`src/rtl/mux_pkg.sv`:
```
// Shared types for the 4-channel round-robin arbiter and its datapath mux.
package mux_pkg;

    localparam int NUM_CH = 4;

    typedef logic [1:0]        sel_t;
    typedef logic [NUM_CH-1:0] onehot_t;

    typedef enum logic {
        EMPTY = 1'b0,
        FULL  = 1'b1
    } state_t;

    function automatic sel_t onehot_to_idx(input onehot_t oh);
        sel_t idx;
        idx = '0;
        for (int i = 0; i < NUM_CH; i++) begin
            if (oh[i]) idx = idx | sel_t'(i);
        end
        return idx;
    endfunction

endpackage

```
`src/rtl/mux_4_to_1.sv`:
```
// Four-input word multiplexer; the arbiter drives its select.
module mux_4_to_1 import mux_pkg::*; #(
    parameter int WIDTH = 32
) (
    input  logic [WIDTH-1:0] i_data0,
    input  logic [WIDTH-1:0] i_data1,
    input  logic [WIDTH-1:0] i_data2,
    input  logic [WIDTH-1:0] i_data3,
    input  sel_t             i_sel,
    output logic [WIDTH-1:0] o_data
);

    always_comb begin
        o_data = '0;
        unique case (i_sel)
            2'd0: o_data = i_data0;
            2'd1: o_data = i_data1;
            2'd2: o_data = i_data2;
            2'd3: o_data = i_data3;
        endcase
    end

endmodule

```
`src/rtl/rr_grant_4.sv`:
```
// Rotating-priority selector: the channel after last_grant is searched first.
module rr_grant_4 import mux_pkg::*; (
    input  onehot_t req,
    input  sel_t    last_grant,
    output onehot_t grant,
    output sel_t    gidx,
    output logic    any
);

    sel_t idx;
    logic found;

    always_comb begin
        grant = '0;
        found = 1'b0;
        idx   = '0;
        for (int k = 1; k <= NUM_CH; k++) begin
            idx = last_grant + sel_t'(k);
            if (req[idx] && !found) begin
                grant[idx] = 1'b1;
                found      = 1'b1;
            end
        end
    end

    assign gidx = onehot_to_idx(grant);
    assign any  = |req;

endmodule

```
`src/rtl/rr_arb_4_to_1.sv`:
```
// Round-robin arbiter feeding a one-deep registered valid/ready output stage.
module rr_arb_4_to_1 import mux_pkg::*; #(
    parameter int WIDTH = 32
) (
    input  logic             i_clk,
    input  logic             i_rst,
    input  logic [3:0]       i_valid,
    input  logic [WIDTH-1:0] i_data0,
    input  logic [WIDTH-1:0] i_data1,
    input  logic [WIDTH-1:0] i_data2,
    input  logic [WIDTH-1:0] i_data3,
    output logic [3:0]       o_ready,
    output logic             o_valid,
    output logic [WIDTH-1:0] o_data,
    output logic [1:0]       o_sel,
    input  logic             i_ready
);

    state_t           state_q;
    logic [WIDTH-1:0] data_q, data_d;
    sel_t             sel_q;
    sel_t             last_q;

    onehot_t grant;
    sel_t    gidx;
    logic    any;
    logic    room;
    logic    load;

    rr_grant_4 u_grant (
        .req        (i_valid),
        .last_grant (last_q),
        .grant      (grant),
        .gidx       (gidx),
        .any        (any)
    );

    mux_4_to_1 #(.WIDTH(WIDTH)) u_mux (
        .i_data0 (i_data0),
        .i_data1 (i_data1),
        .i_data2 (i_data2),
        .i_data3 (i_data3),
        .i_sel   (gidx),
        .o_data  (data_d)
    );

    // Room depends only on state and i_ready, never on o_ready itself.
    assign room    = (state_q == EMPTY) || i_ready;
    assign load    = room && any;
    assign o_ready = grant & {NUM_CH{room}};

    always_ff @(posedge i_clk or posedge i_rst) begin
        if (i_rst) begin
            state_q <= EMPTY;
            data_q  <= '0;
            sel_q   <= '0;
            last_q  <= 2'd3;
        end else if (load) begin
            state_q <= FULL;
            data_q  <= data_d;
            sel_q   <= gidx;
            last_q  <= gidx;
        end else if (state_q == FULL && i_ready) begin
            state_q <= EMPTY;
        end
    end

    assign o_valid = (state_q == FULL);
    assign o_data  = data_q;
    assign o_sel   = sel_q;

endmodule

```
`config.mk`:
```
export PLATFORM = sky130hd
export DESIGN_NAME = rr_arb_4_to_1
export DESIGN_NICKNAME = d
export VERILOG_FILES = /design/src/rtl/mux_pkg.sv /design/src/rtl/mux_4_to_1.sv /design/src/rtl/rr_grant_4.sv /design/src/rtl/rr_arb_4_to_1.sv
export SDC_FILE = /design/constraint.sdc
export NUM_CORES = 1
export LEC_CHECK = 0
export BUFFER_PORTS_ARGS = -buffer_cell sky130_fd_sc_hd__buf_2
export CAP_MARGIN = 20
export CORE_ASPECT_RATIO = 1.2
export CORE_MARGIN = 2
export CORE_UTILIZATION = 43
export DETAILED_ROUTE_END_ITERATION = 7
export PLACE_DENSITY = 0.93
export SYNTH_ARGS = -nofsm -noshare
export SYNTH_HDL_FRONTEND = slang
export SYNTH_SLANG_ARGS = --single-unit
```
`constraint.sdc`:
```
create_clock -name i_clk -period 4.6 [get_ports i_clk]
set_input_delay 0.23 -clock i_clk [delete_from_list [all_inputs] [get_ports i_clk]]
set_output_delay 0.23 -clock i_clk [all_outputs]
set_load 0.02 [all_outputs]
```
Word level (Yosys, flattened, before mapping):

Cells that the tools add are included.

* add/subtract/negate cells: 3
* reductions and logical operators: 16
* $lt $le $gt $ge: 8
* bitwise operators: 5
* mux-type cells: 29
* eq/ne operators: 3

Operator list (number)
* 32-bit case mux with 4 select lines: 1
* 4-bit 2-to-1 mux: 4
* 1-bit 2-to-1 mux: 14
* 2-bit by 3-bit less-than comparator with 1-bit output (second input constant): 4
* 4-bit bitwise OR: 3
* 1-bit logical AND: 9
* 1-bit binary-select mux with 2-bit select: 4
* 1-bit demux with 2-bit select: 4
* 2-bit by 1-bit greater-or-equal comparator with 1-bit output (second input constant): 4
* 2-bit adder (second input constant): 2
* 4-bit AND: 1
* 2-bit == test (second input constant): 2
* 2-bit 2-to-1 mux: 2
* 4-bit OR reduction: 1
* 1-bit zero test: 3
* 2-bit by 1-bit adder with 2-bit output (second input constant): 1
* 2-bit by 1-bit == test with 1-bit output (second input constant): 1
* 2-bit zero test: 1
* 2-bit nonzero test: 1
* 1-bit logical OR: 1
* 1-bit NOT: 1

* input bits: 135
* bits in registers: 37
* output and inout port bits: 39
* logic and storage cells: 68

Longest topological paths before layout:

* depth after elaboration: 18
* depth in mapped cells: 11
* gate-level depth less buffers: 8

Hierarchy:

A second synthesis with hierarchy kept.

* cells, all modules: 159
* area total of the unflattened synthesis: 2740.1 sq um

Modules (own cells, without submodules)
* rr_arb_4_to_1: area each 1575.3 sq um, instances 1, sequential area each 928.4 sq um, cells an instance 84
* mux_4_to_1: area each 814.5 sq um, instances 1, sequential area each 0.0 sq um, cells an instance 39
* rr_grant_4: area each 350.3 sq um, instances 1, sequential area each 0.0 sq um, cells an instance 36

Least setup slack after synthesis:

Ideal clock, no wire load.

* path type: flip-flop to flip-flop
* from: register last_q[0]
* to: register data_q[0], in the netlist o_data[0]
* buffers on the path: 2
* arrival: 3.108 ns
* clock period less this slack: 3.231 ns
* setup time: 0.123 ns
* required time: 4.477 ns
* cell stages (with the launch flop): 11
* slack: 1.369 ns
* cells stage by stage: dfstp_2 > inv_1 > ha_1 > mux4_2 > buf_2 > and2_1 > a2111o_1 > nor4_4 > nand2b_2 > buf_6 > o221a_1

* word-level cells in the longest chain between the ends: 18
* elaborated cells between the ends (all ways): 55
* classes of those cells: 3 x add/sub; 8 x order compare; 3 x eq/ne; 27 x mux; 3 x bitwise; 11 x reduce/logical

Ends and longest elaborated chain
* from (decl): RTL line rr_arb_4_to_1.sv:22 `sel_t last_q;`
* from (signal assigned): RTL line rr_arb_4_to_1.sv:62 `last_q <= gidx;`
* parallel branches: the longest is 12 deep, another holds 2-bit by 3-bit less-than comparator with 1-bit output
* 4-bit 2-to-1 mux (*): RTL line rr_grant_4.sv:19 `if (req[idx] && !found) begin`
* 1-bit 2-to-1 mux: RTL line mux_pkg.sv:18 `if (oh[i]) idx = idx | sel_t'(i);`
* 2-bit 2-to-1 mux: RTL line mux_pkg.sv:18
* 2-bit 2-to-1 mux (*): RTL line mux_pkg.sv:18
* 2-bit == test (tied with other cells): RTL line mux_4_to_1.sv:15 `unique case (i_sel)`
* 32-bit case mux with 4 select lines (*): RTL line mux_4_to_1.sv:15
* to (signal assigned): RTL line rr_arb_4_to_1.sv:60 `data_q <= data_d;`
* to (decl): RTL line rr_arb_4_to_1.sv:20 `logic [WIDTH-1:0] data_q, data_d;`

Mark *: on every way between the ends. The select of a mux whose other input is x is not followed.
A chain may end at the register's enable or synchronous reset.

Final worst setup path:

* from: register last_q[0]
* to: register data_q[12], in the netlist o_data[12]

The elaborated chain is that of the path after synthesis.

==> impl_metrics.env <==
export IMPL_utilization_pct=61.0
export IMPL_drt_wl_total_um=9340
export IMPL_ys_types=36
export IMPL_netlist_instances=282
export IMPL_synthTopCellsByArea="dfrtp_1 (33%), o221a_1 (13%), a41oi_1 (11%), nand3_1 (6.1%), nor2_1 (5.4%)"
export IMPL_cts_buffers=5
export IMPL_power_density_nw_per_um2=821
export IMPL_diodes=0
export IMPL_swShare_pct=49.5
export IMPL_yosysMostFrequentCell="nor2_1"
export IMPL_ys_seq_area_share_pct=35.4
export IMPL_fmaxAchievable_ghz=0.254
export IMPL_switchingPower_mw=1.48
export IMPL_synthTopCellsByCount="nor2_1 (38), dfrtp_1 (35), a41oi_1 (32), nand3_1 (32), o221a_1 (30)"
export IMPL_rsz0062_at_grt="false"
export IMPL_power_frac_seq_pct=20.6
export IMPL_power_share_clock_pct=9.2
export IMPL_fin_worst_skew_ns=0.00783
export IMPL_syn_nets=424
export IMPL_peakVddDrop_v=0.000456
export IMPL_final_area_sq_um=3650
export IMPL_cts_clk_slew_worst_paths_ns=0.08
export IMPL_setup_viol=0
export IMPL_place_ws_ns=0.659
export IMPL_synth_area_sq_um=2620
export IMPL_cts_sinks=37
export IMPL_relSlewSlack_pct=47.7
export IMPL_required_ns=4.78
export IMPL_synthArstFlopShare_pct=100
export IMPL_start_util_pct=43.9
export IMPL_num_io_pins=174
export IMPL_final_layout_size_suffix_gt1_share_pct=45.9
export IMPL_io_buffers=173
export IMPL_fin_setup_tns_ns=0
export IMPL_dpl_hpwl_um=6670
export IMPL_fin_ws_ns=0.669
export IMPL_initialDrtViolationCount=165
export IMPL_cts_setup_buffers=0
export IMPL_placed_area_sq_um=3540
export IMPL_ys_warn_count=0
export IMPL_cts_root_buf="clkbuf_8"
export IMPL_insertion_delay_ns=0.29
export IMPL_cts_resized=0
export IMPL_antenna_found_initial=0
export IMPL_grt_overflow_total=0
export IMPL_synth_enable_flop_cells=0
export IMPL_p_comb_share_pct=70.2
export IMPL_avgSynthCellArea_sq_um=9.30
export IMPL_arrival_ns=4.11
export IMPL_gr_usage_all_layers_pct=27.0
export IMPL_yosys_most_used_dff="dfrtp_1"
export IMPL_ctsHtreeMaxLevel=2
export IMPL_fin_crit_sh_pct=85.5
export IMPL_grt_max_degree=38
export IMPL_power_leakage_nw=1.66
export IMPL_drt_pass1_iter_count=5
export IMPL_crit_type="flop to flop"
export IMPL_grt_pass1_wl_um=14000
export IMPL_gp_congestion=0.850
export IMPL_die_x_um=75.3
export IMPL_finalHoldViolations=0
export IMPL_synth_largest_area_cell="dfrtp_1"
export IMPL_area_growth_pct=39.0
export IMPL_crit_fanout=36
export IMPL_r2r_cells=9
export IMPL_vias=3202
export IMPL_p_int_mw=1.51
export IMPL_finalNonFillerCells=524
export IMPL_hold_worst_slack_ns=0.0397
export IMPL_tightest_slew_ns=0.780
export IMPL_holdCritPathClass="primary input to asynchronous set/reset pin"
export IMPL_ys_seq_elements=37
export IMPL_avgViaCountPerCell=6.11
export IMPL_synth_top_area_share_pct=33.4
export IMPL_cp_start_kind="flop"
export IMPL_grt_pass1_vias=3124
export IMPL_drc_errors=0
export IMPL_end_kind="flop"
export IMPL_ant_nets=0
export IMPL_cts_tree="yes"
export IMPL_cts_hold_buf=0
export IMPL_dieHeight_um=89.6
export IMPL_clockBufferDepth=2
export IMPL_rows=31
export IMPL_fillerInstances=543
export IMPL_core_area_sq_um=5970
export IMPL_layout_nets=584
export IMPL_wl_per_cell_um=17.8
export IMPL_finalMaxSlewViolations=0
export IMPL_run_status="completed"
export IMPL_power_mw=2.99
export IMPL_finalCriticalPeriod_ns=3.93
export IMPL_dp_cells=517
export IMPL_drv_cap=0
export IMPL_dieArea_sq_um=6750
==> worst paths after layout <==
path                                            start  slack (ns)                      to
max in group asynchronous                       i_rst        4.18   last_q[0]$_DFFE_PP1P_
min in group i_clk                        i_data3[20]        0.20  o_data[20]$_DFFE_PP0P_
worst max register to register  last_q[0]$_DFFE_PP1P_        0.67  o_data[12]$_DFFE_PP0P_
worst max-delay path            last_q[0]$_DFFE_PP1P_        0.67  o_data[12]$_DFFE_PP0P_
worst min register to register   o_sel[0]$_DFFE_PP0P_        0.54    o_sel[0]$_DFFE_PP0P_
worst min-delay path                            i_rst        0.04   o_data[1]$_DFFE_PP0P_
==> per-layer routing <==
layer / share of wire [%] / up-vias / track usage, % / wire length [um]
met5: 0 / - / 0 / 0
met4: 1.8 / 0 / 12.0 / 171
met3: 9.1 / 20 / 5.47 / 849
met2: 52 / 221 / 48.1 / 4860
met1: 37 / 1513 / 31.0 / 3470
li1: - / 1448 / - / -
==> cells in the final DEF (no fill, tap or decap), types with 2 or more instances in the layout <==
cell,instances
mux4_1,2
nand2_1,2
a41oi_1,32
nor2b_1,6
a22oi_1,2
clkbuf_8,5
nor2_2,2
and2_1,3
nor2_1,37
buf_2,173
dfrtp_1,35
o221a_2,2
ha_1,7
o21ai_0,25
o21ai_1,7
buf_4,9
mux4_2,2
inv_1,4
dfstp_2,2
nand3_1,32
a21oi_1,6
o221a_1,30
==> sequential cells by signal, indices dropped and copies added (netlist names) <==
register	cells
o_data	32
o_sel	2
o_valid	1
last_q	2
==> cell type report <==
cell class / instances / area [sq um] / area share, %
Inverter: 4 / 15.0 / 0.412
Clock buffer: 5 / 68.8 / 1.89
Timing Repair Buffer: 182 / 933 / 25.6
Tap cell: 82 / 103 / 2.81
Multi-Input combinational cell: 212 / 1560 / 42.9
Clock inverter: 2 / 35.0 / 0.961
Sequential cell: 37 / 928 / 25.5
==> worst max-delay path: stages (launching register included) <==
cell and delay (ns):
dfstp_2 0.63, inv_1 0.13, ha_1 0.34, mux4_2 0.62, nor3b_1 0.48, a2bb2oi_1 0.16
and2_1 0.18, buf_4 0.26, nand2b_2 0.57, o221a_2 0.45
==> power groups by stage <==
stage | clock network (mW) | registers [mW] | logic (mW)
4_1_cts | 0.277 | 0.617 | 2.10
5_1_grt | 0.296 | 0.635 | 2.31
6_report | 0.275 | 0.618 | 2.10
3_3_place_gp | 0 | 0.612 | 2.00
3_5_place_dp | 0 | 0.621 | 2.10
2_1_floorplan | 0 | 0.787 | 1.36
==> kinds of logic after synthesis <==
logic type / Yosys count / synth area share (%)
AO/OA/AOI/OAI: 110 / 34.2
adder cells (fa/ha/maj): 7 / 3.34
multiplexers: 4 / 3.72
buffers and inverters: 33 / 5.77
AND/OR/NAND/NOR: 91 / 17.6
flip-flops: 37 / 35.4
Power figures use the tool's default switching activity.
